File: config.mk
export PLATFORM = sky130hd
export DESIGN_NAME = frame_scheduler_flat
export DESIGN_NICKNAME = d
export VERILOG_FILES = /design/src/rtl/frame_scheduler_pkg.sv /design/src/rtl/frame_scheduler_if.sv /design/src/rtl/frame_scheduler_tick_gen.sv /design/src/rtl/frame_scheduler.sv /design/src/flat_wrapper.sv
export SDC_FILE = /design/constraint.sdc
export NUM_CORES = 1
export LEC_CHECK = 0
export ABC_AREA = 1
export CORE_MARGIN = 1.5
export CORE_UTILIZATION = 35
export DETAILED_ROUTE_END_ITERATION = 10
export SETUP_SLACK_MARGIN = 0.5
export SLEW_MARGIN = 40
export SYNTH_ARGS = -nofsm -noshare
export SYNTH_HDL_FRONTEND = slang
export SYNTH_SLANG_ARGS = --single-unit
File: constraint.sdc
create_clock -name clk -period 5.1 [get_ports clk]
set_input_delay 1.02 -clock clk [delete_from_list [all_inputs] [get_ports clk]]
set_output_delay 1.02 -clock clk [all_outputs]
set_load 0.02 [all_outputs]
File: src/rtl/frame_scheduler_pkg.sv
// Shared types and constants for the game frame scheduler.
// Holds the FSM encoding, phase indices and the period helper.
package frame_sched_pkg;

   typedef enum logic {
      ST_IDLE = 1'b0,
      ST_RUN  = 1'b1
   } state_t;

   localparam int PH_PLAYER  = 0;
   localparam int PH_BULLET  = 1;
   localparam int PH_ENEMY   = 2;
   localparam int PH_COLLIDE = 3;

   localparam int DEF_BASE_TICK_CYCLES = 5_000_000;
   localparam int DEF_N_PHASE          = 4;
   localparam int DEF_TIMEOUT_CYCLES   = 1024;
   localparam int DEF_FRAME_W          = 16;

   // A one-cycle period would make tick a constant level, so two is the floor.
   function automatic logic [31:0] calc_period(input logic [31:0] base, input logic [1:0] speed);
      logic [31:0] p;
      p = base >> speed;
      if (p < 32'd2) p = 32'd2;
      return p;
   endfunction

endpackage

File: src/rtl/frame_scheduler_if.sv
// Control/status bundle between the frame scheduler and the game subsystems.
// The master side drives run controls and phase_done; the slave side is the scheduler.
interface frame_scheduler_if #(
   parameter int N_PHASE = 4,
   parameter int FRAME_W = 16
);
   logic               enable;
   logic               pause;
   logic [1:0]         speed;
   logic [N_PHASE-1:0] phase_done;
   logic [N_PHASE-1:0] phase_req;
   logic               tick;
   logic               frame_done;
   logic               busy;
   logic [FRAME_W-1:0] frame_cnt;
   logic [7:0]         overrun_cnt;
   logic               timeout_err;

   modport master (
      output enable, pause, speed, phase_done,
      input  phase_req, tick, frame_done, busy, frame_cnt, overrun_cnt, timeout_err
   );

   modport slave (
      input  enable, pause, speed, phase_done,
      output phase_req, tick, frame_done, busy, frame_cnt, overrun_cnt, timeout_err
   );
endinterface

File: src/rtl/frame_scheduler_tick_gen.sv
// Programmable game-tick divider: tick is a combinational pulse in the cycle cnt==period-1.
// speed is latched only on wrap or while disabled, so a mid-period change applies next period.
module tick_gen
   import frame_sched_pkg::*;
#(
   parameter int BASE_TICK_CYCLES = DEF_BASE_TICK_CYCLES
) (
   input  logic       clk,
   input  logic       rst,
   input  logic       enable,
   input  logic       pause,
   input  logic [1:0] speed,
   output logic       tick
);

   localparam logic [31:0] BASE = 32'(BASE_TICK_CYCLES);

   logic [31:0] cnt;
   logic [31:0] period;

   assign tick = !rst && enable && !pause && (cnt == period - 32'd1);

   always_ff @(posedge clk) begin
      if (rst) begin
         cnt    <= 32'd0;
         period <= calc_period(BASE, 2'd0);
      end else if (!enable) begin
         cnt    <= 32'd0;
         period <= calc_period(BASE, speed);
      end else if (tick) begin
         cnt    <= 32'd0;
         period <= calc_period(BASE, speed);
      end else if (!pause) begin
         cnt    <= cnt + 32'd1;
      end
   end

endmodule

File: src/rtl/frame_scheduler.sv
// Frame sequencer: each tick walks phase_req one-hot through N_PHASE req/done phases, one cycle after the tick.
// Phases are bounded by a watchdog; ticks arriving mid-frame are dropped and counted.
module frame_scheduler
   import frame_sched_pkg::*;
#(
   parameter int BASE_TICK_CYCLES = DEF_BASE_TICK_CYCLES,
   parameter int N_PHASE          = DEF_N_PHASE,
   parameter int TIMEOUT_CYCLES   = DEF_TIMEOUT_CYCLES,
   parameter int FRAME_W          = DEF_FRAME_W
) (
   input logic              clk,
   input logic              rst,
   frame_scheduler_if.slave bus
);

   localparam int KW   = (N_PHASE > 1) ? $clog2(N_PHASE) : 1;
   localparam int WD_W = $clog2(TIMEOUT_CYCLES + 1);

   localparam logic [KW-1:0]      K_FIRST = KW'(PH_PLAYER);
   localparam logic [KW-1:0]      K_LAST  = KW'(N_PHASE - 1);
   localparam logic [WD_W-1:0]    WD_LAST = WD_W'(TIMEOUT_CYCLES - 1);
   localparam logic [N_PHASE-1:0] REQ_ONE = N_PHASE'(1);

   state_t              state, state_n;
   logic [KW-1:0]       k, k_n;
   logic [WD_W-1:0]     wdog, wdog_n;
   logic                frame_done_q, frame_done_n;
   logic [FRAME_W-1:0]  frame_cnt_q, frame_cnt_n;
   logic [7:0]          overrun_q, overrun_n;
   logic                terr_q, terr_n;
   logic                tick_w;
   logic                done_k;
   logic                expired;
   logic                final_exit;

   tick_gen #(
      .BASE_TICK_CYCLES(BASE_TICK_CYCLES)
   ) u_tick_gen (
      .clk    (clk),
      .rst    (rst),
      .enable (bus.enable),
      .pause  (bus.pause),
      .speed  (bus.speed),
      .tick   (tick_w)
   );

   always_ff @(posedge clk) begin
      if (rst) begin
         state        <= ST_IDLE;
         k            <= K_FIRST;
         wdog         <= '0;
         frame_done_q <= 1'b0;
         frame_cnt_q  <= '0;
         overrun_q    <= 8'd0;
         terr_q       <= 1'b0;
      end else begin
         state        <= state_n;
         k            <= k_n;
         wdog         <= wdog_n;
         frame_done_q <= frame_done_n;
         frame_cnt_q  <= frame_cnt_n;
         overrun_q    <= overrun_n;
         terr_q       <= terr_n;
      end
   end

   always_comb begin
      state_n      = state;
      k_n          = k;
      wdog_n       = wdog;
      frame_done_n = 1'b0;
      frame_cnt_n  = frame_cnt_q;
      overrun_n    = overrun_q;
      terr_n       = terr_q;
      final_exit   = 1'b0;
      done_k       = bus.phase_done[k];
      expired      = (wdog == WD_LAST);

      if (!bus.enable) begin
         state_n = ST_IDLE;
         k_n     = K_FIRST;
         wdog_n  = '0;
      end else begin
         case (state)
            ST_IDLE: begin
               if (tick_w) begin
                  state_n = ST_RUN;
                  k_n     = K_FIRST;
                  wdog_n  = '0;
               end
            end
            ST_RUN: begin
               if (done_k || expired) begin
                  // A done arriving on the watchdog's last cycle still counts as done.
                  if (!done_k) terr_n = 1'b1;
                  wdog_n = '0;
                  if (k == K_LAST) begin
                     final_exit   = 1'b1;
                     frame_done_n = 1'b1;
                     frame_cnt_n  = frame_cnt_q + 1'b1;
                     k_n          = K_FIRST;
                     if (!tick_w) state_n = ST_IDLE;
                  end else begin
                     k_n = k + 1'b1;
                  end
               end else begin
                  wdog_n = wdog + 1'b1;
               end
               if (tick_w && !final_exit && (overrun_q != 8'hFF))
                  overrun_n = overrun_q + 8'd1;
            end
            default: state_n = ST_IDLE;
         endcase
      end
   end

   assign bus.tick        = tick_w;
   assign bus.busy        = (state == ST_RUN);
   assign bus.phase_req   = (state == ST_RUN) ? (REQ_ONE << k) : '0;
   assign bus.frame_done  = frame_done_q;
   assign bus.frame_cnt   = frame_cnt_q;
   assign bus.overrun_cnt = overrun_q;
   assign bus.timeout_err = terr_q;

endmodule
File: src/flat_wrapper.sv
// flat-port wrapper written by rule: the top's interface ports become plain ports
module frame_scheduler_flat import frame_sched_pkg::*;
#(
   parameter int BASE_TICK_CYCLES = DEF_BASE_TICK_CYCLES,
   parameter int N_PHASE          = DEF_N_PHASE,
   parameter int TIMEOUT_CYCLES   = DEF_TIMEOUT_CYCLES,
   parameter int FRAME_W          = DEF_FRAME_W
)
  (clk, rst, bus_enable, bus_pause, bus_speed, bus_phase_done, bus_phase_req, bus_tick, bus_frame_done, bus_busy, bus_frame_cnt, bus_overrun_cnt, bus_timeout_err);
  frame_scheduler_if #(.N_PHASE(N_PHASE), .FRAME_W(FRAME_W)) bus_i ();
  input logic clk;
  input logic rst;
  input wire logic [$bits(bus_i.enable)-1:0] bus_enable;
  input wire logic [$bits(bus_i.pause)-1:0] bus_pause;
  input wire logic [$bits(bus_i.speed)-1:0] bus_speed;
  input wire logic [$bits(bus_i.phase_done)-1:0] bus_phase_done;
  output wire logic [$bits(bus_i.phase_req)-1:0] bus_phase_req;
  output wire logic [$bits(bus_i.tick)-1:0] bus_tick;
  output wire logic [$bits(bus_i.frame_done)-1:0] bus_frame_done;
  output wire logic [$bits(bus_i.busy)-1:0] bus_busy;
  output wire logic [$bits(bus_i.frame_cnt)-1:0] bus_frame_cnt;
  output wire logic [$bits(bus_i.overrun_cnt)-1:0] bus_overrun_cnt;
  output wire logic [$bits(bus_i.timeout_err)-1:0] bus_timeout_err;
  assign bus_i.enable = bus_enable;
  assign bus_i.pause = bus_pause;
  assign bus_i.speed = bus_speed;
  assign bus_i.phase_done = bus_phase_done;
  assign bus_phase_req = bus_i.phase_req;
  assign bus_tick = bus_i.tick;
  assign bus_frame_done = bus_i.frame_done;
  assign bus_busy = bus_i.busy;
  assign bus_frame_cnt = bus_i.frame_cnt;
  assign bus_overrun_cnt = bus_i.overrun_cnt;
  assign bus_timeout_err = bus_i.timeout_err;
  frame_scheduler #(.BASE_TICK_CYCLES(BASE_TICK_CYCLES), .N_PHASE(N_PHASE), .TIMEOUT_CYCLES(TIMEOUT_CYCLES), .FRAME_W(FRAME_W)) u_core (.clk(clk), .rst(rst), .bus(bus_i));
endmodule
# Word level (Yosys, flattened, before mapping)
# Index checks and enable logic that the tools add are counted.
# Widths: inputs -> output; s select.
# totals
ff_bits	104
inputBits	10
output_inout_bits	32
word_cells	66
# op_classes
n_addsub	6
n_lt_le_gt_ge	2
eq_ne	7
shifts	2
mux	21
bitwise	3
n_reduce_logical	16
# op_table
cell	count
$mux 32	3
$add 32x1->32 const B	1
$eq 32x32->1	1
$lt 32x2->1 const B	1
$shr 23x2->32 const A	1
$sub 32x1->32 const B	1
$mux 11	2
$pmux 11 s2	1
$add 16x1->16 const B	1
$add 11x1->11 const B	1
$eq 11x10->1 const B	1
$add 8x1->8 const B	1
$mux 1	8
$ne 8x8->1 const B	1
$reduce_and 4->1	2
$mux 2	3
$reduce_or 3->1	2
$logic_and 1x1->1	5
$mux 4	1
$ne 2x1->1 const B	2
$pmux 2 s2	1
$shl 1x2->4 const A	1
$logic_not 1->1	3
$lt 2x3->1 const B	1
10 further kinds	12

# Longest topological paths before layout
# logic_depth
word_depth	10
ltp_mapped	19
depth_no_buf	18

# Modules after synthesis
# From an unflattened synthesis, not the netlist that was laid out.
# hier_totals
hier_cells	844
hier_area_um2	5400.2
# modules_own_cells
mod	instances	cells_each	area_per_inst_um2	seq_area_each_um2
tick_gen	1	479	3071.7	900.9
frame_scheduler	1	365	2328.5	800.8

# Worst setup path before layout
# No wires, ideal clock.
# synth_path
path_kind	input to output
from	input bus_enable
to	output bus_tick
arrival_time_ps	2156
t_required_ps	4080
path_slack_ps	1924
stages	12
path_buffers	0
path_cell_list	inv_1 nor2_1 nand2_1 nor2_1 nand2_1 nor2_1 nand2_1 nor2_1 nand3_1 nor2_2 nand3_4 inv_1
# synth_between
elab_chain_cells	3
# synth_lines
item	line_no	text
from (decl)	flat_wrapper.sv:13	input wire logic [$bits(bus_i.enable)-1:0] bus_enable;
$logic_and 1x1->1 (3 in series)	frame_scheduler_tick_gen.sv:21	assign tick = !rst && enable && !pause && (cnt == period - 32'd1);
to (decl)	flat_wrapper.sv:18	output wire logic [$bits(bus_i.tick)-1:0] bus_tick;
# No other way between the ends.

# Final worst setup path
# Same ends and word-level chain as after synthesis.

==> impl_metrics.tcl <==
set metrics [dict create \
    outcome "finished clean" \
    grt_max_degree 39 \
    netlist_top_cells_area "dfxtp_1 31%, nand2_1 16%, inv_1 7.3%" \
    tightest_slew_ns 0.606 \
    die_area_sq_um 16400 \
    r2r-start "u_core.u_tick_gen.period[20]$_SDFFE_PP0P_" \
    rows 45 \
    cts_made_buffers 9 \
    ir_drop_v 0.000184 \
    layout_commonest_cell "nand2_1" \
    totalNegativeSetupSlack_ns 0 \
    min_path_cells 2 \
    postCtsSetupBuffers 0 \
    crit_type "in2out" \
    power.density_nw_per_um2 235 \
    hold_violations 0 \
    final_nets 910 \
    drive_gt1_share_pct 7.65 \
    drtAntennaViolNets 0 \
    finalWorstSetupSlack_ns 1.04 \
    clock-sinks 85 \
    yosys_warnings 0 \
    antenna_found_initial 0 \
    reg2reg_depth 14 \
    required_ns 4.08 \
    cp_top_family "simple AND/OR/NAND/NOR gates" \
    dp_hpwl_microns 10300 \
    dp_slack_ns 0.564 \
    crit_path_start_kind "primary input" \
    hold_path_class "reg2reg" \
    max_stage_delay_ns 0.59 \
    final_cell_mix "238 x nand2_1, 107 x inv_1, 100 x nor2_1" \
    drcViolationCount 0 \
    insertion_delay_ns 0.35 \
    yosysTopAreaCellShare_pct 31.0 \
    port_buffers 41 \
    synthArstFlopShare_pct 0 \
    initial_utilization_pct 35.9 \
    core_region_area_sq_um 15300 \
    cts_tree "yes" \
    drv_cap 0 \
    dieWidth_microns 128 \
    final.setup_skew_ns 0.00755 \
    io_pins 42 \
    finalSetupViolCount 0 \
    fin_crit_ns 4.06 \
    cp.arrival_ns 3.04 \
    die_h_microns 128 \
    overflow 0 \
    num_vias 5186 \
    drtPass1Iterations 5 \
    ys_seq_area_share_pct 31.0 \
    busiest_layer "met2" \
    cts.reportedPaths.clkPinSlew_ns 0.06 \
    wl_per_cell_microns 12.3 \
    route.final.wire_length_microns 13600 \
    syn_inst 846 \
    rrSetupSlack_ns 2.19 \
    grt_pass1_vias 4836 \
    ctsResizeCount 0 \
    area_growth_pct 15.9 \
    drtIter0Drc 207 \
    synth_cell_types 41 \
    grt_use_met3_pct 2.92 \
    worstPathCellList "clkdlybuf4s50_1 > inv_1 > nor2_2 > nand2_1 > nor2_1 > nand2_1 > nor2_1 > nand2_1 > nor2_1 > nand3_1 > nor2_2 > nand3_4 > inv_1 > dlymetal6s2s_1" \
    syn_area_per_cell_sq_um 6.48 \
    path_buf_inv 4 \
    crit_path_max_fanout 6 \
    endpoint_kind "output port" \
    ys.flop_type "dfxtp_1" \
    cp_slowest_cell "clkdlybuf4s50_1" \
    syn_area_sq_um 5490 \
    power_leakage_nw 2.60 \
    place_area_sq_um 6040 \
    via_per_inst 4.71 \
    clockBufferDepth 2 \
    fmax_mhz 246 \
    htreeDepth 3 \
    syn_nets 872 \
    hold_path_end "u_core.wdog[10]$_SDFFE_PP0P_" \
    antenna_cells 0 \
    worstHoldStart "u_core.wdog[10]$_SDFFE_PP0P_" \
    grtUsageMet1_pct 23.0 \
    rsz0062_at_grt "false" \
    finalMaxSlewViolations 0 \
    final_cell_area_sq_um 6350 \
    grt_pass1_wl_microns 23000 \
    period_share_pct 79.7 \
    synth_area_leader_cell "dfxtp_1" \
    hold_buffers 0 \
    synth-edff-count 0 \
    r2r-end "u_core.u_tick_gen.period[17]$_SDFFE_PP0P_" \
    synth_seq_cells 85 \
    relSlewSlack_pct 59.4 \
    gp_congestion 0.896 \
    track_usage_pct 17.3 \
    cts_root_buf "clkbuf_16" \
    use_met2_pct 28.4 \
]
==> power by group <==
group | total, W | switching, W | internal [W]
combinational | 0.000111 | 0.0000709 | 0.0000402
clock | 0.000695 | 0.000267 | 0.000429
sequential | 0.000687 | 0.0000158 | 0.000671
==> metal layers <==
layer	up-vias	wire length, microns	share of wire [%]
met4	0	240	1.8
met5	-	0	0
met3	17	501	3.7
met2	99	6080	45
li1	2759	-	-
met1	2311	6730	50
==> tightest hold or removal path: cells and delay by family (launching register included) <==
kind	cells	cell delay [ns]
simple gates	1	0.06
flops	1	0.31
compound gates	1	0.04
==> Yosys cell counts (4+ instances only) <==
cell	instances
nand2_1	238
inv_1	107
nor2_1	101
dfxtp_1	85
nand3_1	57
a21oi_1	39
nor2_2	25
nor3_1	25
o21ai_0	25
xor2_1	23
nand4_1	18
ha_1	16
nand3b_1	9
xnor2_1	9
clkbuf_1	8
nor2_4	7
buf_6	5
nand2_2	5
o21a_1	5
nor4_1	4
==> cells by family after synthesis <==
group | share of synthesized area, %
fa+ha+maj | 3.65
simple gates | 42.3
compound gates | 7.69
xor+xnor | 5.11
buf+inv | 10.2
flops | 31.0
==> state kept, by name (all words and copies together) (netlist names) <==
| signal | flops |
|---|---|
| u_core.u_tick_gen.period | 13 |
| u_core.bus.frame_done | 1 |
| u_core.bus.frame_cnt | 16 |
| u_core.wdog | 11 |
| u_core.k | 2 |
| u_core.bus.busy | 1 |
| u_core.u_tick_gen.cnt | 32 |
| u_core.bus.overrun_cnt | 8 |
| u_core.bus.timeout_err | 1 |
==> final cells by class <==
class / count / area [sq um]
Inverter: 111 / 419
Timing Repair Buffer: 44 / 435
Tap cell: 211 / 264
Clock buffer: 12 / 236
Multi-Input combinational cell: 633 / 3230
Fill cell: 1619 / 8900
Sequential cell: 85 / 1700
Clock inverter: 4 / 72.6
==> worst max-delay path by stage <==
| stage | from | end | slack [ns] | cells past startpoint |
|---|---|---|---|---|
| floorplan | bus_enable | bus_tick | 1.92 | 12 |
| global placement | bus_enable | bus_tick | 0.59 | 14 |
| detailed placement | bus_enable | bus_tick | 0.56 | 14 |
| CTS | bus_enable | bus_tick | 0.57 | 14 |
| global route | bus_enable | bus_tick | 0.83 | 14 |
| finish | bus_enable | bus_tick | 1.04 | 14 |
==> per-stage QoR <==
step / instances / hold slack (ns) / utilization, % / total power (W)
after floorplan: 846 / 0.420 / - / 0.000785
after detailed placement: 1084 / 0.438 / 39.6 / 0.000812
final: 1100 / 0.449 / 41.6 / 0.00149
after CTS: 1100 / 0.449 / 41.6 / 0.00151
after global placement: 1084 / 0.440 / 39.6 / 0.000812
after global routing: 1100 / 0.478 / 41.6 / 0.00155
(Power assumes the default switching activity.)
